File: src/rtl/f32_pkg.sv
// Shared float32 field layout, Q1.31 limits and pipeline payload types.
package f32_pkg;

  localparam int unsigned SIGN_BIT = 31;
  localparam int unsigned EXP_MSB  = 30;
  localparam int unsigned EXP_LSB  = 23;
  localparam int unsigned MAN_W    = 23;
  localparam int unsigned EXP_BIAS = 127;
  localparam int unsigned EXP_MAX  = 255;
  localparam int unsigned Q31_W    = 32;
  localparam int unsigned SH_W     = 7;

  localparam logic [Q31_W-1:0] Q31_MAX = 32'h7FFF_FFFF;
  localparam logic [Q31_W-1:0] Q31_MIN = 32'h8000_0000;

  typedef enum logic [2:0] {
    CLS_ZERO,
    CLS_NORM,
    CLS_BIG,
    CLS_INF,
    CLS_NAN
  } cls_e;

  typedef struct packed {
    cls_e             cls;
    logic             sign;
    logic             neg_one;
    logic [Q31_W-1:0] aligned;
    logic [SH_W-1:0]  sh;
  } s1_t;

  typedef struct packed {
    cls_e             cls;
    logic             sign;
    logic             neg_one;
    logic [Q31_W-1:0] mag;
  } s2_t;

endpackage

File: src/rtl/rshift_32bit.sv
// Combinational logarithmic right shifter; shifts of 32 or more give zero.
module rshift_32bit
  import f32_pkg::*;
(
  input  logic [Q31_W-1:0] din,
  input  logic [SH_W-1:0]  sh,
  output logic [Q31_W-1:0] dout
);

  logic [Q31_W-1:0] stage;

  always_comb begin
    stage = din;
    for (int i = 0; i < 5; i++) begin
      if (sh[i]) stage = stage >> (1 << i);
    end
    dout = (|sh[SH_W-1:5]) ? '0 : stage;
  end

endmodule

File: src/rtl/float32_to_q31.sv
// float32 -> signed Q1.31 converter: 3-stage pipeline (classify, shift, sign/saturate)
// with valid/ready handshaking and a saturating sat/NaN event counter.
module float32_to_q31
  import f32_pkg::*;
#(
  parameter int unsigned CNT_W = 16
) (
  input  logic             clk,
  input  logic             reset,
  input  logic             in_valid,
  output logic             in_ready,
  input  logic [31:0]      in_data,
  output logic             out_valid,
  input  logic             out_ready,
  output logic [31:0]      out_data,
  output logic             out_sat,
  output logic             out_nan,
  output logic [CNT_W-1:0] evt_cnt,
  input  logic             evt_cnt_clr
);

  logic             en;
  logic             s1_valid_q, s1_valid_d, s2_valid_q, s2_valid_d;
  s1_t              s1_q, s1_d;
  s2_t              s2_q, s2_d;
  logic             out_valid_q, out_valid_d;
  logic [31:0]      out_data_q, out_data_d;
  logic             out_sat_q, out_sat_d, out_nan_q, out_nan_d;
  logic [CNT_W-1:0] evt_cnt_q, evt_cnt_d;
  logic [31:0]      mag_c;
  logic             s_in;
  logic [7:0]       e_in;
  logic [22:0]      m_in;

  assign en        = !out_valid_q || out_ready;
  assign in_ready  = en;
  assign out_valid = out_valid_q;
  assign out_data  = out_data_q;
  assign out_sat   = out_sat_q;
  assign out_nan   = out_nan_q;
  assign evt_cnt   = evt_cnt_q;

  assign s_in = in_data[SIGN_BIT];
  assign e_in = in_data[EXP_MSB:EXP_LSB];
  assign m_in = in_data[MAN_W-1:0];

  // Stage 1: unpack and classify; sh is only meaningful for CLS_NORM.
  always_comb begin
    s1_valid_d = s1_valid_q;
    s1_d       = s1_q;
    if (en) begin
      s1_valid_d     = in_valid;
      s1_d.sign      = s_in;
      s1_d.neg_one   = s_in && (e_in == 8'(EXP_BIAS)) && (m_in == '0);
      s1_d.aligned   = {1'b0, 1'b1, m_in, 7'b0};
      s1_d.sh        = 7'(8'd126 - e_in);
      if (e_in == 8'(EXP_MAX))       s1_d.cls = (m_in != '0) ? CLS_NAN : CLS_INF;
      else if (e_in >= 8'(EXP_BIAS)) s1_d.cls = CLS_BIG;
      else if (e_in == 8'd0)         s1_d.cls = CLS_ZERO;
      else                           s1_d.cls = CLS_NORM;
    end
  end

  rshift_32bit u_shift (
    .din  (s1_q.aligned),
    .sh   (s1_q.sh),
    .dout (mag_c)
  );

  // Stage 2: magnitude alignment.
  always_comb begin
    s2_valid_d = s2_valid_q;
    s2_d       = s2_q;
    if (en) begin
      s2_valid_d   = s1_valid_q;
      s2_d.cls     = s1_q.cls;
      s2_d.sign    = s1_q.sign;
      s2_d.neg_one = s1_q.neg_one;
      s2_d.mag     = mag_c;
    end
  end

  // Stage 3: apply sign, saturate out-of-range values, flag NaN.
  always_comb begin
    out_valid_d = out_valid_q;
    out_data_d  = out_data_q;
    out_sat_d   = out_sat_q;
    out_nan_d   = out_nan_q;
    if (en) begin
      out_valid_d = s2_valid_q;
      out_data_d  = '0;
      out_sat_d   = 1'b0;
      out_nan_d   = 1'b0;
      unique case (s2_q.cls)
        CLS_NORM: out_data_d = s2_q.sign ? (~s2_q.mag + 32'd1) : s2_q.mag;
        CLS_BIG, CLS_INF: begin
          out_data_d = s2_q.sign ? Q31_MIN : Q31_MAX;
          out_sat_d  = !s2_q.neg_one;
        end
        CLS_NAN:  out_nan_d = 1'b1;
        default:  out_data_d = '0;
      endcase
    end
  end

  // Event counter: clear wins, saturates at all-ones.
  always_comb begin
    evt_cnt_d = evt_cnt_q;
    if (evt_cnt_clr) begin
      evt_cnt_d = '0;
    end else if (out_valid_q && out_ready && (out_sat_q || out_nan_q) && (evt_cnt_q != '1)) begin
      evt_cnt_d = evt_cnt_q + CNT_W'(1);
    end
  end

  always_ff @(posedge clk or posedge reset) begin
    if (reset) begin
      s1_valid_q  <= 1'b0;
      s1_q        <= '0;
      s2_valid_q  <= 1'b0;
      s2_q        <= '0;
      out_valid_q <= 1'b0;
      out_data_q  <= '0;
      out_sat_q   <= 1'b0;
      out_nan_q   <= 1'b0;
      evt_cnt_q   <= '0;
    end else begin
      s1_valid_q  <= s1_valid_d;
      s1_q        <= s1_d;
      s2_valid_q  <= s2_valid_d;
      s2_q        <= s2_d;
      out_valid_q <= out_valid_d;
      out_data_q  <= out_data_d;
      out_sat_q   <= out_sat_d;
      out_nan_q   <= out_nan_d;
      evt_cnt_q   <= evt_cnt_d;
    end
  end

endmodule

File: config.mk
export PLATFORM = sky130hd
export DESIGN_NAME = float32_to_q31
export DESIGN_NICKNAME = d
export VERILOG_FILES = /design/src/rtl/f32_pkg.sv /design/src/rtl/rshift_32bit.sv /design/src/rtl/float32_to_q31.sv
export SDC_FILE = /design/constraint.sdc
export NUM_CORES = 1
export LEC_CHECK = 0
export ABC_AREA = 1
export CELL_PAD_IN_SITES_DETAIL_PLACEMENT = 1
export CELL_PAD_IN_SITES_GLOBAL_PLACEMENT = 2
export CORE_MARGIN = 2
export CORE_UTILIZATION = 32
export DETAILED_ROUTE_END_ITERATION = 7
export PLACE_DENSITY_LB_ADDON = 0.25
export SYNTH_ARGS = -nofsm -noshare
export SYNTH_HDL_FRONTEND = slang
export SYNTH_SLANG_ARGS = --single-unit
export TNS_END_PERCENT = 100
File: constraint.sdc
create_clock -name clk -period 4.6 [get_ports clk]
set_input_delay 0.46 -clock clk [delete_from_list [all_inputs] [get_ports clk]]
set_output_delay 0.46 -clock clk [all_outputs]
set_load 0.01 [all_outputs]
Word level (Yosys, flattened, before mapping)
Index checks and enable logic that the tools add are counted.
W data, S select, Z words.
- order comparisons: 1
- equality and inequality tests: 7
- reduce and logical (&&, ||, !) cells: 15
- bitwise logic cells: 1
- multiplexer cells: 17
- $add $sub $neg: 3
- operator list (operator ; count):
    $mux W32 ; 7
    $pmux W32 S2 ; 1
    $add A32 B1 Y32 const B ; 1
    $mux W16 ; 2
    $not A32 Y32 ; 1
    $mux W31 ; 1
    $logic_not A23 Y1 ; 1
    $reduce_bool A23 Y1 ; 1
    $add A16 B1 Y16 const B ; 1
    $ne A16 B16 Y1 const B ; 1
    $eq A8 B7 Y1 const B ; 1
    $eq A8 B8 Y1 const B ; 1
    $ge A8 B7 Y1 const B ; 1
    $logic_not A8 Y1 ; 1
    $sub A7 B7 Y7 const A ; 1
    $eq A3 B2 Y1 const B ; 2
    $mux W3 ; 2
    $logic_and A1 B1 Y1 ; 5
    $reduce_or A2 Y1 ; 2
    $eq A3 B1 Y1 const B ; 1
    $eq A3 B3 Y1 const B ; 1
    $mux W1 ; 3
    $logic_not A1 Y1 ; 2
    $logic_or A1 B1 Y1 ; 2
    2 further kinds ; 2
- output and inout port bits: 52
- input bits: 37
- flip-flop bits (word level): 126
- word-level logic and storage cells: 60

Logic depth before layout (Yosys ltp)
Gate-level depths: netlist (run 1).
- depth in word-level cells: 6
- mapped depth: 13
- gate-level depth less buffers: 12

By module
Synthesis (run 1) repeated with hierarchy kept, for this count alone.
- cells, all modules: 1214
- area, all modules: 8044.0 sq um
- by module, submodules not included (module ; cells an instance ; instances ; area an instance (sq um) ; seq. area each (sq um)):
    float32_to_q31 ; 861 ; 1 ; 6451.2 ; 3153.0
    rshift_32bit ; 353 ; 1 ; 1592.8 ; 0.0

Worst setup path before layout (run 1)
OpenSTA, ideal clock, no wires.
- path type: reg-to-reg
- from: register evt_cnt_q[0], in the netlist evt_cnt[0]
- to: register evt_cnt_q[10], in the netlist evt_cnt[10]
- data arrival time: 1.532 ns
- setup slack: 2.950 ns
- stages on the path, launching flop included: 14
- path buffers: 1
- setup time: 0.118 ns
- clock period less this slack: 1.650 ns
- data required time: 4.482 ns
- cells stage by stage: dfrtp_1 ha_1 nand2_2 nor2_4 nand2_2 nor2_2 nand3_2 nand2_4 buf_8 nor2_2 nand2_2 nand2_1 nand2_1 nor2_2
- word-level cells in the longest chain between the ends: 3
- elaborated cells on any way between the ends: 6
- those cells by class: 1 x add/sub; 1 x eq/ne; 2 x mux; 2 x reduce/logical
- ends and longest elaborated chain (item ; line ; RTL):
    start: declaration ; float32_to_q31.sv:29 ; logic [CNT_W-1:0] evt_cnt_q, evt_cnt_d;
    start signal: assignment ; float32_to_q31.sv:136 ; evt_cnt_q <= evt_cnt_d;
    $add A16 B1 Y16 / $ne A16 B16 Y1 (equally long branches) ; float32_to_q31.sv:112, float32_to_q31.sv:111 ;
    $mux W16 / $logic_and A1 B1 Y1 (equally long branches) ; float32_to_q31.sv:111 ; end else if (out_valid_q && out_ready && (out_sat_q || out_nan_q) && (evt_cnt_q != '1)) begin
    $mux W16 / $reduce_bool A2 Y1 (equally long branches) ; - ;
Several ways; a longest one is shown, not always the timed one. The select of a mux whose other input is x is not followed.
A chain may end at the register's enable or synchronous reset.

Worst setup path after layout (run 1)
- from: input port out_ready
- to: output port in_ready
- word-level cells in the longest chain between the ends: 1
- ends and longest elaborated chain (item ; line ; RTL):
    start: declaration ; float32_to_q31.sv:14 ; input logic out_ready,
    $logic_or A1 B1 Y1 ; float32_to_q31.sv:35 ; assign en = !out_valid_q || out_ready;
    end: declaration ; float32_to_q31.sv:11 ; output logic in_ready,
No other way between the ends.

==> qor.yml, run 1 <==
status: "finished, final reports clean"
start_util_pct: 32.6
die_area_sq_mm: 0.0252
cts_resized: 0
rsz0062_at_grt: "false"
period_minus_slack_ps: 2860
yosysWarningCount: 0
crit_fanout: 50
final.setup.tns_ps: 0
drv_cap: 0
utilization_pct: 39.9
crit_path_start_kind: "primary input"
portBuffers: 88
cts-root-buf: "clkbuf_16"
grt_pass1_wl_mm: 38.5
fin_crit_sh_pct: 62.2
setup_viol: 0
irDropWorstVdd_mv: 0.213
routed_wl_mm: 23.4
drive_gt1_share_pct: 5.50
instances_no_fill: 1501
io_pins: 89
syn_avg_cell_area_sq_um: 6.92
viasPerCell: 4.90
wl_per_cell_um: 15.6
hold_viol_final: 0
fmax_ghz: 0.350
r2r-start: "s1_q[0]"
worst_clock_skew_ps: 10.3
min_from: "s2_valid_q"
holdPathStages: 2
endpoint_kind: "output port"
synth_area_sq_mm: 0.00765
num-nets-final: 1211
yosysUniqueCellTypes: 37
worst_r2r_path_depth: 9
cts_tree: "yes"
placed_cells: 1469
core_sq_mm: 0.0235
worstSkewPairLatency_ps: 420
gp_congestion: 0.870
synth_seq_area_share_pct: 40.9
cts_setup_buffers: 0
cts_buffer_depth: 2
cts_made_buffers: 17
worstMarginPinSlew_ps: 1020
cp.required_ps: 4140
ant_nets: 0
reg2reg_to: "s2_q[13]"
mostFrequentLayoutCells: "nand2_1, nand3_1, dfrtp_1, nor2_1, inv_1"
grt_max_degree: 74
cellLeakagePower_nw: 4.29
worstHoldEndpoint: "out_valid"
syn-num-nets: 1148
dp_slack_ps: 1730
fillers: 2960
num_rows: 56
vias: 7354
htree_num_levels: 4
arrival_ps: 2400
finalWorstSetupSlack_ps: 1740
dr.first_iter.drc_count: 372
place_hpwl_mm: 17.7
grt_pass1_vias: 7306
gr-total-overflow: 0
grt_usage_pct: 19.6
r2r_setup_slack_ps: 2140
cts_hold_buf: 0
fp.dieH_um: 159
die_w_um: 159
power_mw: 5.79
cts.sinks: 125
max_slew_margin_pct: 32.1
clk_pin_slew_worst_paths_ps: 60
dr.pass1.iters: 4
syn_inst: 1106
slew_viol_final: 0
drc: 0
powerDensity_mw_per_mm2: 617
critPathKind: "primary input to output port"
area_growth_syn_to_layout_pct: 22.5
antenna_found_initial: 0
layout_commonest_cell: "nand2_1"
diodes: 0
ys_ff_latch: 125
hp-class: "register to register"
## worst max path at each step
| stage | end | from | slack, ps |
|---|---|---|---|
| finish | in_ready | out_ready | 1740 |
| global route | in_ready | out_ready | 1610 |
| CTS | in_ready | out_ready | 1720 |
| detailed placement | in_ready | out_ready | 1730 |
| global placement | in_ready | out_ready | 1720 |
| floorplan | evt_cnt[0] | reset | 810 |
## cell usage after synthesis (all sizes together)
library cell  count  area, sq um
clkinv            1         3.75
nand2           327         1250
nand3b            1         7.51
o211ai           24          180
xnor2             5         43.8
o21ai           101          513
a21boi            7         52.6
o32ai             1         8.76
o22ai             5         31.3
nor3              8         40.0
nor2            128          515
o31ai             5         37.5
nand3           144          736
ha                5         62.6
xor2              9         78.8
a31oi             2         12.5
dfrtp           125         3130
nand4            12         75.1
inv             100          375
buf              36          211
nor4              2         12.5
clkbuf           17         63.8
o21bai            1         7.51
a21oi            40          200
## layout make-up
| cell class | count | area [sq um] | share of cell area [%] |
|---|---|---|---|
| multi-input cells | 827 | 3880 | 41.4 |
| well taps | 319 | 399 | 4.26 |
| clock buffers | 22 | 464 | 4.95 |
| repair buffers | 97 | 961 | 10.3 |
| inverters | 101 | 382 | 4.07 |
| clock inverters | 10 | 160 | 1.71 |
| flip-flops and latches | 125 | 3130 | 33.4 |
## flip-flops by register name, indices dropped and copies added (netlist names)
signal	flops
s2_q	36
out_sat	1
out_nan	1
s2_valid_q	1
out_data	32
out_valid	1
evt_cnt	16
s1_valid_q	1
s1_q	36
## metrics by stage
step | cell area [sq um] | hold WS (ps)
after detailed placement | 8750 | 459
after CTS | 9370 | 473
final | 9370 | 463
after global placement | 8750 | 455
after floorplan | 7650 | 420
after global routing | 9370 | 491
## power breakdown
group          internal, mW  switching [mW]
Sequential             1.41           0.264
Combinational         0.962            1.70
Clock                 0.936           0.508
## worst max-delay path, stage by stage
cell and delay (ps):
clkdlybuf4s50_1 470, inv_1 60, nand2_4 290, buf_4 450
clkdlybuf4s50_1 620
## kinds of logic (layout without fill, tap and decap cells)
| family | count (synthesis) | count (layout) | share of synthesized area [%] |
|---|---|---|---|
| flops | 125 | 125 | 40.9 |
| compound gates | 186 | 186 | 13.6 |
| simple gates | 622 | 622 | 34.5 |
| fa+ha+maj | 5 | 5 | 0.818 |
| buf+inv | 154 | 230 | 8.55 |
| xor+xnor | 14 | 14 | 1.60 |
## routing by layer
| layer | share of wire (%) | GRT usage, % |
|---|---|---|
| met4 | 1.2 | 4.89 |
| met1 | 50 | 27.5 |
| met2 | 46 | 31.5 |
| met3 | 2.8 | 3.05 |
| met5 | 0 | 0 |
(Power assumes the default switching activity.)
==> inputs of run 2 (changes only) <==
==> constraint.sdc (replaced) <==
create_clock -name clk -period 2.8 [get_ports clk]
set_input_delay 0.28 -clock clk [delete_from_list [all_inputs] [get_ports clk]]
set_output_delay 0.28 -clock clk [all_outputs]
set_load 0.01 [all_outputs]
==> run 2 against run 1 <==
- total power is 64% higher
- critical endpoint unchanged
- sequential power is 61% higher
- critical path depth is 3 lower
- highest routed layer unchanged
- largest power group unchanged
- clock-buffer cell count stayed put
- register-to-register slack worse by 1400 ps
- wire length is 1.6% higher
- utilization hardly changed
- sequential share of layout area hardly changed
- final cell count is 0.40% higher
- combinational power is 70% higher
- largest cell class unchanged
- non-clock buffer count is 8 higher
==> qor.yml, run 2 (synthesis results as in run 1) <==
status: "finished, final reports clean"
rsz0062_at_grt: "false"
gp_congestion: 0.865
portBuffers: 88
io_pins: 89
irDropWorstVdd_mv: 0.339
holdWs_ps: 394
seq_area_sq_mm: 0.00313
wl_per_cell_um: 15.8
cts_setup_buffers: 0
fin_crit_sh_pct: 75.2
htree_num_levels: 4
layout_commonest_cell: "nand2_1"
fp.dieH_um: 159
endpoint_kind: "output port"
grt_pass1_vias: 7333
hold_viol_final: 0
place_hpwl_mm: 18.0
setup_viol: 0
cts_made_buffers: 17
powerDensity_mw_per_mm2: 1010
mostFrequentLayoutCells: "nand2_1, nand3_1, dfrtp_1, nor2_1, inv_1"
cts.sinks: 125
max_slew_margin_pct: 53.4
dr.first_iter.drc_count: 381
cts_tree: "yes"
grt_max_degree: 126
cellLeakagePower_nw: 4.30
period_minus_slack_ps: 2100
multi_input_area_sq_mm: 0.00388
cts_buffer_depth: 2
critPathKind: "register to output port"
drv_cap: 0
num_rows: 56
viasPerCell: 4.93
die_area_sq_mm: 0.0252
worstSkewPairLatency_ps: 420
grt_usage_pct: 19.8
drc: 0
fillers: 2992
antenna_found_initial: 0
core_sq_mm: 0.0235
start_util_pct: 32.6
cp.required_ps: 2520
clk_pin_slew_worst_paths_ps: 60
hp-class: "primary input to register"
final.setup.tns_ps: 0
die_w_um: 159
dr.pass1.iters: 5
num-nets-final: 1219
vias: 7436
area_growth_syn_to_layout_pct: 22.6
diodes: 0
cts_resized: 0
drive_gt1_share_pct: 5.89
worst_clock_skew_ps: 9.66
grt_pass1_wl_mm: 39.0
arrival_ps: 1820
cts_hold_buf: 0
worstMarginPinSlew_ps: 700
slew_viol_final: 0
routed_wl_mm: 23.8
crit_path_start_kind: "register"
gr-total-overflow: 0
ant_nets: 0
cts-root-buf: "clkbuf_16"
crit_fanout: 30
fmax_ghz: 0.475
==> run 2: cell type report <==
type                       instances  area share [%]
clock buffer                      22            4.84
clock inverter                     8            1.25
inverter                         101            4.08
multi-input combinational        827            41.4
sequential                       125            33.3
tap                              319            4.25
timing repair buffer             105            10.9
==> run 2: through the flow <==
step	total power [mW]	utilization, %	cells	area [sq um]	setup WS (ps)
global placement	7.20	37.5	1477	8810	504
CTS	9.56	40.0	1507	9380	651
floorplan	5.69	-	1106	7660	981
detailed placement	7.28	37.5	1477	8810	448
finish	9.46	40.0	1507	9380	695
global route	10.3	40.0	1507	9380	572
==> run 2: worst max-delay path: stages, from the launching register on <==
cell and delay [ps]:
dfrtp_1 430, nand2_4 300, clkdlybuf4s50_1 660
==> run 2: power breakdown <==
group	internal, mW	leakage, nW	switching, mW	total (mW)
Clock	1.41	0.280	0.822	2.23
Sequential	2.32	1.58	0.386	2.71
Combinational	1.62	2.44	2.91	4.53
==> run 2: worst paths after layout <==
| path | startpoint | to | slack [ps] | cells past startpoint |
|---|---|---|---|---|
| min in group asynchronous | reset | out_data[19] | 430 | 3 |
| hold reg to reg | s2_valid_q | out_valid | 450 | 2 |
| setup reg to reg | evt_cnt[0] | evt_cnt[7] | 790 | 11 |
| hold / removal | in_valid | s1_valid_q | 390 | 3 |
| setup / recovery | out_valid | in_ready | 700 | 2 |
| max in group asynchronous | reset | s1_q[24] | 1860 | 3 |
==> run 2: layer usage <==
metal	global-route usage, %	wire (um)	vias up
met5	0	0	-
met4	5.58	424	0
met3	4.14	993	25
met2	31.5	10700	137
met1	27.2	11600	3515
li1	-	-	3759
